===== src/rtl/morse_letter_sequencer_if.sv =====
// morse_letter_sequencer_if: symbol inputs, letter handshake and event pulses between
// the dot/dash classifier, the letter sequencer and the character consumer.
interface morse_letter_sequencer_if;
   logic       btn_level;
   logic       dot;
   logic       dash;
   logic       letter_ack;
   logic [4:0] code_out;
   logic [2:0] len_out;
   logic       letter_valid;
   logic       word_gap;
   logic       err;
   modport master (
      input  btn_level, dot, dash, letter_ack,
      output code_out, len_out, letter_valid, word_gap, err
   );
   modport slave (
      output btn_level, dot, dash, letter_ack,
      input  code_out, len_out, letter_valid, word_gap, err
   );
endinterface


===== src/rtl/morse_letter_sequencer.sv =====
// morse_letter_sequencer: gathers dot/dash pulses into a letter, hands it over by valid/ack
// and flags word boundaries from key-release silence counted in prescaler ticks.
module morse_letter_sequencer #(
   parameter int TICK_FINAL       = 4_999_999,
   parameter int LETTER_GAP_TICKS = 6,
   parameter int WORD_GAP_TICKS   = 14
) (
   input logic clk,
   input logic reset_n,
   morse_letter_sequencer_if.master bus
);
   localparam int PW = (TICK_FINAL > 0) ? $clog2(TICK_FINAL + 1) : 1;
   localparam int GW = $clog2(WORD_GAP_TICKS + 1);
   localparam logic [2:0] IDLE      = 3'd0;
   localparam logic [2:0] COLLECT   = 3'd1;
   localparam logic [2:0] HOLD      = 3'd2;
   localparam logic [2:0] WAIT_WORD = 3'd3;
   localparam logic [2:0] DISCARD   = 3'd4;
   logic [2:0]    state_q, state_d;
   logic [PW-1:0] pre_q, pre_d;
   logic [GW-1:0] gap_q, gap_d;
   logic [4:0]    shift_q, shift_d, code_q, code_d;
   logic [2:0]    cnt_q, cnt_d, len_q, len_d;
   logic          valid_q, valid_d, wg_q, wg_d, err_q, err_d;
   logic          tick, sym, letter_hit, word_hit;
   logic [4:0]    first;
   always_comb begin
      tick = pre_q == PW'(TICK_FINAL);
      pre_d = tick ? '0 : pre_q + 1'b1;
      sym = bus.dot ^ bus.dash;
      // any key activity, even a rejected symbol, restarts the silence measurement
      gap_d = (bus.btn_level | bus.dot | bus.dash) ? '0
            : (tick && gap_q != GW'(WORD_GAP_TICKS)) ? gap_q + 1'b1 : gap_q;
      letter_hit = gap_d == GW'(LETTER_GAP_TICKS);
      word_hit = gap_d >= GW'(WORD_GAP_TICKS);
      first = {4'b0, bus.dash};
      state_d = state_q;
      shift_d = shift_q;
      cnt_d = cnt_q;
      code_d = code_q;
      len_d = len_q;
      valid_d = valid_q;
      wg_d = 1'b0;
      err_d = bus.dot & bus.dash;
      case (state_q)
         IDLE: if (sym) begin
            shift_d = first;
            cnt_d = 3'd1;
            state_d = COLLECT;
         end
         COLLECT: if (sym && cnt_q == 3'd5) begin
            err_d = 1'b1;
            shift_d = '0;
            cnt_d = '0;
            state_d = DISCARD;
         end else if (sym) begin
            shift_d = shift_q | (first << cnt_q);
            cnt_d = cnt_q + 3'd1;
         end else if (letter_hit) begin
            code_d = shift_q;
            len_d = cnt_q;
            valid_d = 1'b1;
            shift_d = '0;
            cnt_d = '0;
            state_d = HOLD;
         end
         HOLD: begin
            err_d = err_d | sym;
            // a late ack may find the word gap already elapsed: report it straight away
            if (bus.letter_ack) begin
               valid_d = 1'b0;
               wg_d = word_hit;
               state_d = word_hit ? IDLE : WAIT_WORD;
            end
         end
         WAIT_WORD: if (sym) begin
            shift_d = first;
            cnt_d = 3'd1;
            state_d = COLLECT;
         end else if (word_hit) begin
            wg_d = 1'b1;
            state_d = IDLE;
         end
         DISCARD: if (letter_hit) state_d = IDLE;
         default: state_d = IDLE;
      endcase
   end
   always_ff @(posedge clk or negedge reset_n)
      if (!reset_n) begin
         state_q <= IDLE;
         pre_q <= '0;
         gap_q <= '0;
         shift_q <= '0;
         cnt_q <= '0;
         code_q <= '0;
         len_q <= '0;
         valid_q <= 1'b0;
         wg_q <= 1'b0;
         err_q <= 1'b0;
      end else begin
         state_q <= state_d;
         pre_q <= pre_d;
         gap_q <= gap_d;
         shift_q <= shift_d;
         cnt_q <= cnt_d;
         code_q <= code_d;
         len_q <= len_d;
         valid_q <= valid_d;
         wg_q <= wg_d;
         err_q <= err_d;
      end
   assign bus.code_out = code_q;
   assign bus.len_out = len_q;
   assign bus.letter_valid = valid_q;
   assign bus.word_gap = wg_q;
   assign bus.err = err_q;
endmodule


===== src/flat_wrapper.sv =====
// flat-port wrapper written by rule: the top's interface ports become plain ports
module morse_letter_sequencer_flat 
#(
   parameter int TICK_FINAL       = 4_999_999,
   parameter int LETTER_GAP_TICKS = 6,
   parameter int WORD_GAP_TICKS   = 14
)
  (clk, reset_n, bus_btn_level, bus_dot, bus_dash, bus_letter_ack, bus_code_out, bus_len_out, bus_letter_valid, bus_word_gap, bus_err);
  morse_letter_sequencer_if bus_i ();
  input logic clk;
  input logic reset_n;
  input wire logic [$bits(bus_i.btn_level)-1:0] bus_btn_level;
  input wire logic [$bits(bus_i.dot)-1:0] bus_dot;
  input wire logic [$bits(bus_i.dash)-1:0] bus_dash;
  input wire logic [$bits(bus_i.letter_ack)-1:0] bus_letter_ack;
  output wire logic [$bits(bus_i.code_out)-1:0] bus_code_out;
  output wire logic [$bits(bus_i.len_out)-1:0] bus_len_out;
  output wire logic [$bits(bus_i.letter_valid)-1:0] bus_letter_valid;
  output wire logic [$bits(bus_i.word_gap)-1:0] bus_word_gap;
  output wire logic [$bits(bus_i.err)-1:0] bus_err;
  assign bus_i.btn_level = bus_btn_level;
  assign bus_i.dot = bus_dot;
  assign bus_i.dash = bus_dash;
  assign bus_i.letter_ack = bus_letter_ack;
  assign bus_code_out = bus_i.code_out;
  assign bus_len_out = bus_i.len_out;
  assign bus_letter_valid = bus_i.letter_valid;
  assign bus_word_gap = bus_i.word_gap;
  assign bus_err = bus_i.err;
  morse_letter_sequencer #(.TICK_FINAL(TICK_FINAL), .LETTER_GAP_TICKS(LETTER_GAP_TICKS), .WORD_GAP_TICKS(WORD_GAP_TICKS)) u_core (.clk(clk), .reset_n(reset_n), .bus(bus_i));
endmodule

===== config.mk =====
export PLATFORM = sky130hd
export DESIGN_NAME = morse_letter_sequencer_flat
export DESIGN_NICKNAME = d
export VERILOG_FILES = /design/src/rtl/morse_letter_sequencer_if.sv /design/src/rtl/morse_letter_sequencer.sv /design/src/flat_wrapper.sv
export SDC_FILE = /design/constraint.sdc
export NUM_CORES = 1
export LEC_CHECK = 0
export ABC_AREA = 1
export CORE_ASPECT_RATIO = 1.25
export CORE_MARGIN = 4
export CORE_UTILIZATION = 35
export CTS_CLUSTER_SIZE = 30
export DETAILED_ROUTE_END_ITERATION = 10
export MAX_ROUTING_LAYER = met4
export PLACE_DENSITY_LB_ADDON = 0.15
export SETUP_SLACK_MARGIN = 0.1
export SKIP_CTS_REPAIR_TIMING = 1
export SYNTH_ARGS = -nofsm -noshare
export SYNTH_HDL_FRONTEND = slang
export SYNTH_SLANG_ARGS = --single-unit
export TNS_END_PERCENT = 30

===== constraint.sdc =====
create_clock -name clk -period 2.7 [get_ports clk]
set_clock_uncertainty 0.05 [all_clocks]
set_input_delay 0.675 -clock clk [delete_from_list [all_inputs] [get_ports clk]]
set_output_delay 0.675 -clock clk [all_outputs]
set_load 0.1 [all_outputs]

==> results.yml, run 1 <==
drt:
  ant_nets: 0
  num_vias: 2422
  drt_iter0_markers: 82
  routed_wl_microns: 6260
  drt_first_pass_iters: 4
  wl_per_cell_microns: 12.5
  drc: 0
  vias_per_cell: 4.82
grt:
  grtUsageTotal: 0.148
  grt_first_pass_wirelength_microns: 11000
  grt_overflow: 0
  antenna_found_initial: 0
  first_global_vias: 2459
  grt_max_degree: 26
clock_tree:
  numCtsBuffers: 5
  tritoncts: "done"
  clkTransAtPathRegs_ns: 0.10
  numClockSinks: 49
  h-tree-depth: 2
  clockBufferDepth: 2
  clk_latency_ns: 0.30
  root_buffer: "clkbuf_8"
synth:
  ys_ff_latch: 49
  synthCells: 379
  avgSynthCellArea_sq_um: 7.55
  synth.distinct_cells: 34
  seq_area_frac_synth: 0.428
  synth_fp_nets: 391
  netlist_area_sq_mm: 0.00286
  ys_warn_count: 0
power:
  ir_drop_uv: 449
  total_power_mw: 2.05
  power.density_mw_per_mm2: 629
  p_leak_nw: 1.73
die:
  die_x_microns: 88.9
  row_count: 36
  core-area_sq_mm: 0.00788
  dieArea_sq_mm: 0.00970
  initial_core_util: 0.363
  ios: 17
  die-height_microns: 109
critical_path:
  crit_required_ns: 2.89
  cp-start-kind: "primary input"
  path_class: "primary input to flop"
  reg2regPathDepth: 13
  critical-path-slowest-cell: "clkdlybuf4s50_1"
  cp_max_fo: 9
  r2r_start: "u_core.pre_q[0]$_DFF_PN0_"
  r2r-end: "u_core.cnt_q[1]$_DFFE_PN0P_"
  path_cells: "clkdlybuf4s50_1, ha_1, nand3_1, inv_1, nor2_1, nand3_2, nand3_2, nand2_1, nand2_1"
  slowest_delay_ns: 0.47
  endpoint_kind: "flop"
  worstPathArrival_ns: 2.47
  r2r_setup_slack_ns: 0.49
final_layout:
  fillers: 852
  final_cell_mix: "nand2_1 (92), inv_1 (62), dfrtp_1 (49)"
  fin_nets: 418
  fin_util: 0.413
  n_antenna_cell: 0
  final_common_cell: "nand2_1"
  drive_gt1_frac: 0.145
  layout-area-overhead-vs-synth_pct: 13.8
sta:
  setup_tns_ns: 0
  layout_min_cycle_time_ns: 2.27
  rsz0062_at_grt: "no"
  slew_viol_final: 0
  finalHoldViolCount: 0
  max_freq_mhz: 440
  setup_violations: 0
  min_period_over_period: 0.842
  maxSlewHeadroom: 0.618
  worst_pin_slew_ns: 0.574
place:
  dp_hpwl_microns: 5040
  io_buffers: 16
  place_congestion: 0.916
outcome:
  status: "complete, no violations"
flow_run:
  cap_violations: 0
hold_path:
  min_path_type: "primary input to asynchronous set/reset pin"
-- worst max-delay path: cells and delay by family --
family        cells  cell delay (ns)
buf+inv           2             0.55
simple gates      6             0.90
fa+ha+maj         1             0.33
-- Yosys cell counts (all sizes together) --
| cell | count | area (sq um) |
|---|---|---|
| clkinv | 1 | 5.00 |
| nor4 | 3 | 18.8 |
| nand4 | 16 | 100 |
| xor2 | 7 | 61.3 |
| o31ai | 1 | 7.51 |
| a31oi | 6 | 37.5 |
| a21oi | 9 | 48.8 |
| nor3 | 14 | 70.1 |
| o22ai | 1 | 6.26 |
| clkbuf | 1 | 3.75 |
| o21bai | 1 | 7.51 |
| o211ai | 2 | 15.0 |
| nor2 | 47 | 220 |
| or2 | 2 | 12.5 |
| dfrtp | 49 | 1230 |
| nand2 | 98 | 388 |
| nand3 | 31 | 198 |
| a221oi | 1 | 8.76 |
| a21o | 1 | 7.51 |
| buf | 2 | 16.3 |
| inv | 66 | 248 |
| o21ai | 14 | 81.3 |
| ha | 6 | 75.1 |
-- per-layer routing --
layer	global-route usage	routed length [microns]	vias up
li1	-	-	1267
met1	0.171	2760	1120
met2	0.252	3190	20
met3	0.0257	114	15
met4	0.0572	193	0
met5	-	0	-
-- metrics by stage --
step | std cells | hold WS (ns) | worst slack, ns | instance area, sq um
floorplan | 379 | 0.329 | 0.590 | 2860
global placement | 494 | 0.409 | 0.195 | 3140
detailed placement | 494 | 0.417 | 0.111 | 3140
CTS | 502 | 0.328 | 0.426 | 3260
global route | 502 | 0.345 | 0.206 | 3260
finish | 502 | 0.303 | 0.425 | 3260
-- power breakdown --
group / internal, mW / switching, mW / total [mW] / leakage [nW]
Combinational: 0.200 / 0.448 / 0.648 / 1.02
Sequential: 0.797 / 0.0716 / 0.868 / 0.659
Clock: 0.277 / 0.256 / 0.533 / 0.0543
Total: 1.27 / 0.776 / 2.05 / 1.73
-- area by class of cell --
type                            instances  area [sq um]  share of cell area
Tap cell                               95           119              0.0365
Inverter                               67           253              0.0776
Clock buffer                            5          68.8              0.0211
Timing Repair Buffer                   23           180              0.0553
Clock inverter                          3          46.3              0.0142
Multi-Input combinational cell        260          1360               0.419
Sequential cell                        49          1230               0.376
-- state kept, by name, indices dropped and copies added, names as in the netlist --
name and count:
u_core.state_q 3, u_core.gap_q 4, u_core.bus.word_gap 1, u_core.bus.err 1, u_core.bus.len_out 3, u_core.cnt_q 3, u_core.bus.letter_valid 1, u_core.pre_q 23
u_core.shift_q 5, u_core.bus.code_out 5
-- worst max-delay path by stage --
stage	startpoint	to	slack, ns	cells past startpoint
finish	bus_dash	u_core.cnt_q[1]$_DFFE_PN0P_	0.43	9
global placement	bus_dash	u_core.shift_q[2]$_DFFE_PN0P_	0.19	9
detailed placement	bus_dash	u_core.cnt_q[1]$_DFFE_PN0P_	0.11	9
floorplan	bus_dash	u_core.state_q[0]$_DFFE_PN0P_	0.59	11
CTS	bus_dash	u_core.cnt_q[0]$_DFFE_PN0P_	0.43	9
global route	u_core.gap_q[0]$_DFF_PN0_	u_core.cnt_q[0]$_DFFE_PN0P_	0.21	14
-- cell families (layout without fill, tap and decap cells) --
logic type	count (synthesis)	after routing	synth area share
flops	49	49	0.428
fa+ha+maj	6	6	0.0262
xor+xnor	7	7	0.0214
simple gates	211	211	0.352
compound gates	36	36	0.0769
buf+inv	70	98	0.0953
Power figures use the tool's default switching activity.
==> run 2, diff against run 1 <==
==> constraint.sdc (replaced) <==
create_clock -name clk -period 1.9 [get_ports clk]
set_clock_uncertainty 0.05 [all_clocks]
set_input_delay 0.475 -clock clk [delete_from_list [all_inputs] [get_ports clk]]
set_output_delay 0.475 -clock clk [all_outputs]
set_load 0.1 [all_outputs]
==> run 2 against run 1 <==
Compared with the run above:
- the run now ends with negative setup slack left
- clock-buffer cell count did not move
- final area rose by 24%
- largest cell class unchanged
- sequential cell count did not move
- cell count rose by 12%
- utilization rose by 9.8 points
- worst setup slack got worse by 0.54 ns
- non-clock buffer count rose by 60
- power rose by 48%
- sequential share of layout area fell by 7.2 points
==> results.yml, run 2 (same netlist as run 1, synthesis figures left out) <==
drt:
  routed_wl_microns: 7170
  drt_first_pass_iters: 4
  vias_per_cell: 4.79
  num_vias: 2690
  ant_nets: 0
  wl_per_cell_microns: 12.8
  drc: 0
  drt_iter0_markers: 49
clock_tree:
  clockBufferDepth: 2
  h-tree-depth: 2
  numCtsBuffers: 5
  numClockSinks: 49
  clkTransAtPathRegs_ns: 0.10
  root_buffer: "clkbuf_8"
  clk_latency_ns: 0.31
  tritoncts: "done"
sta:
  setup_tns_ns: -1.77
  max_freq_mhz: 496
  min_period_over_period: 1.06
  setup_ws_ns: -0.116
  maxSlewHeadroom: 0.710
  finalHoldViolCount: 0
  rsz0062_at_grt: "yes"
  setup_violations: 19
  worst_pin_slew_ns: 0.435
  layout_min_cycle_time_ns: 2.02
  slew_viol_final: 0
die:
  ios: 17
  die_x_microns: 88.9
  core-area_sq_mm: 0.00788
  die-height_microns: 109
  row_count: 36
  dieArea_sq_mm: 0.00970
  initial_core_util: 0.363
grt:
  grt_overflow: 0
  grt_first_pass_wirelength_microns: 12000
  grt_max_degree: 34
  first_global_vias: 2639
  grtUsageTotal: 0.160
  antenna_found_initial: 0
flow_run:
  cap_violations: 0
power:
  ir_drop_uv: 513
  power.density_mw_per_mm2: 755
  total_power_mw: 3.04
  p_leak_nw: 2.05
final_layout:
  fin_cells: 562
  seqCellArea_sq_mm: 0.00123
  largest_reg_flops: 23
  fin_nets: 478
  fillers: 743
  drive_gt1_frac: 0.330
  final_common_cell: "nand2_1"
  n_antenna_cell: 0
  layout-area-overhead-vs-synth_pct: 40.9
  regMostFlops: "u_core.pre_q"
  fin_util: 0.512
  multiInputGateArea_sq_mm: 0.00154
  final_cell_mix: "nand2_1 (84), buf_4 (65), inv_1 (58)"
outcome:
  status: "complete, but fails checks"
  violations: "negative setup slack"
hold_path:
  min_path_type: "primary input to asynchronous set/reset pin"
critical_path:
  cp_max_fo: 6
  reg2regPathDepth: 14
  crit_required_ns: 2.10
  path_class: "flop to flop"
  worstPathArrival_ns: 2.22
  endpoint_kind: "flop"
  cp-start-kind: "flop"
place:
  dp_hpwl_microns: 5370
  place_congestion: 0.902
  io_buffers: 16
  dp.cells: 546
-- run 2: through the flow --
| stage | instance area [sq um] | worst slack (ns) | hold slack, ns |
|---|---|---|---|
| floorplan | 2870 | -0.0467 | 0.129 |
| global placement | 3700 | -0.384 | 0.388 |
| detailed placement | 3700 | -0.407 | 0.396 |
| CTS | 3790 | -0.221 | 0.0542 |
| global route | 4030 | -0.279 | 0.0655 |
| finish | 4030 | -0.116 | 0.0393 |
-- run 2: routing by layer --
metal,up-vias,GRT usage,wire [microns]
met5,-,-,0
met3,16,0.0227,173
met2,28,0.273,3800
met4,0,0.0637,208
met1,1257,0.187,2990
li1,1389,-,-
-- run 2: path summary, 6_finish.rpt --
kind / slack [ns] / startpoint / endpoint
worst max-delay path: -0.12 / u_core.pre_q[0]$_DFF_PN0_ / u_core.bus.code_out[0]$_DFFE_PN0P_
worst min-delay path: 0.04 / reset_n / u_core.pre_q[15]$_DFF_PN0_
worst max register to register: -0.12 / u_core.pre_q[0]$_DFF_PN0_ / u_core.bus.code_out[0]$_DFFE_PN0P_
worst min register to register: 0.43 / u_core.shift_q[4]$_DFFE_PN0P_ / u_core.shift_q[4]$_DFFE_PN0P_
max in group asynchronous: 1.22 / reset_n / u_core.pre_q[7]$_DFF_PN0_
min in group clk: 0.43 / u_core.shift_q[4]$_DFFE_PN0P_ / u_core.shift_q[4]$_DFFE_PN0P_
-- run 2: critical path, stage by stage (launching register included) --
cell	delay [ns]
dfrtp_1	0.41
ha_4	0.16
nand3_4	0.11
clkinv_4	0.09
nand2_4	0.06
nor2_8	0.15
nand3_2	0.08
nand2_2	0.07
nand3_2	0.09
nor2_4	0.16
nand3_2	0.11
nor2_4	0.16
buf_4	0.15
nand2_1	0.05
nand2_1	0.06
-- run 2: report_power, final --
group	internal, mW	switching, mW
Clock	0.259	0.384
Combinational	0.450	0.728
Sequential	1.13	0.0895
-- run 2: area by class of cell --
| type | instances | area share |
|---|---|---|
| Clock buffer | 5 | 0.0171 |
| Tap cell | 95 | 0.0295 |
| Inverter | 67 | 0.0648 |
| Sequential cell | 49 | 0.304 |
| Multi-Input combinational cell | 260 | 0.382 |
| Clock inverter | 3 | 0.00558 |
| Timing Repair Buffer | 83 | 0.197 |
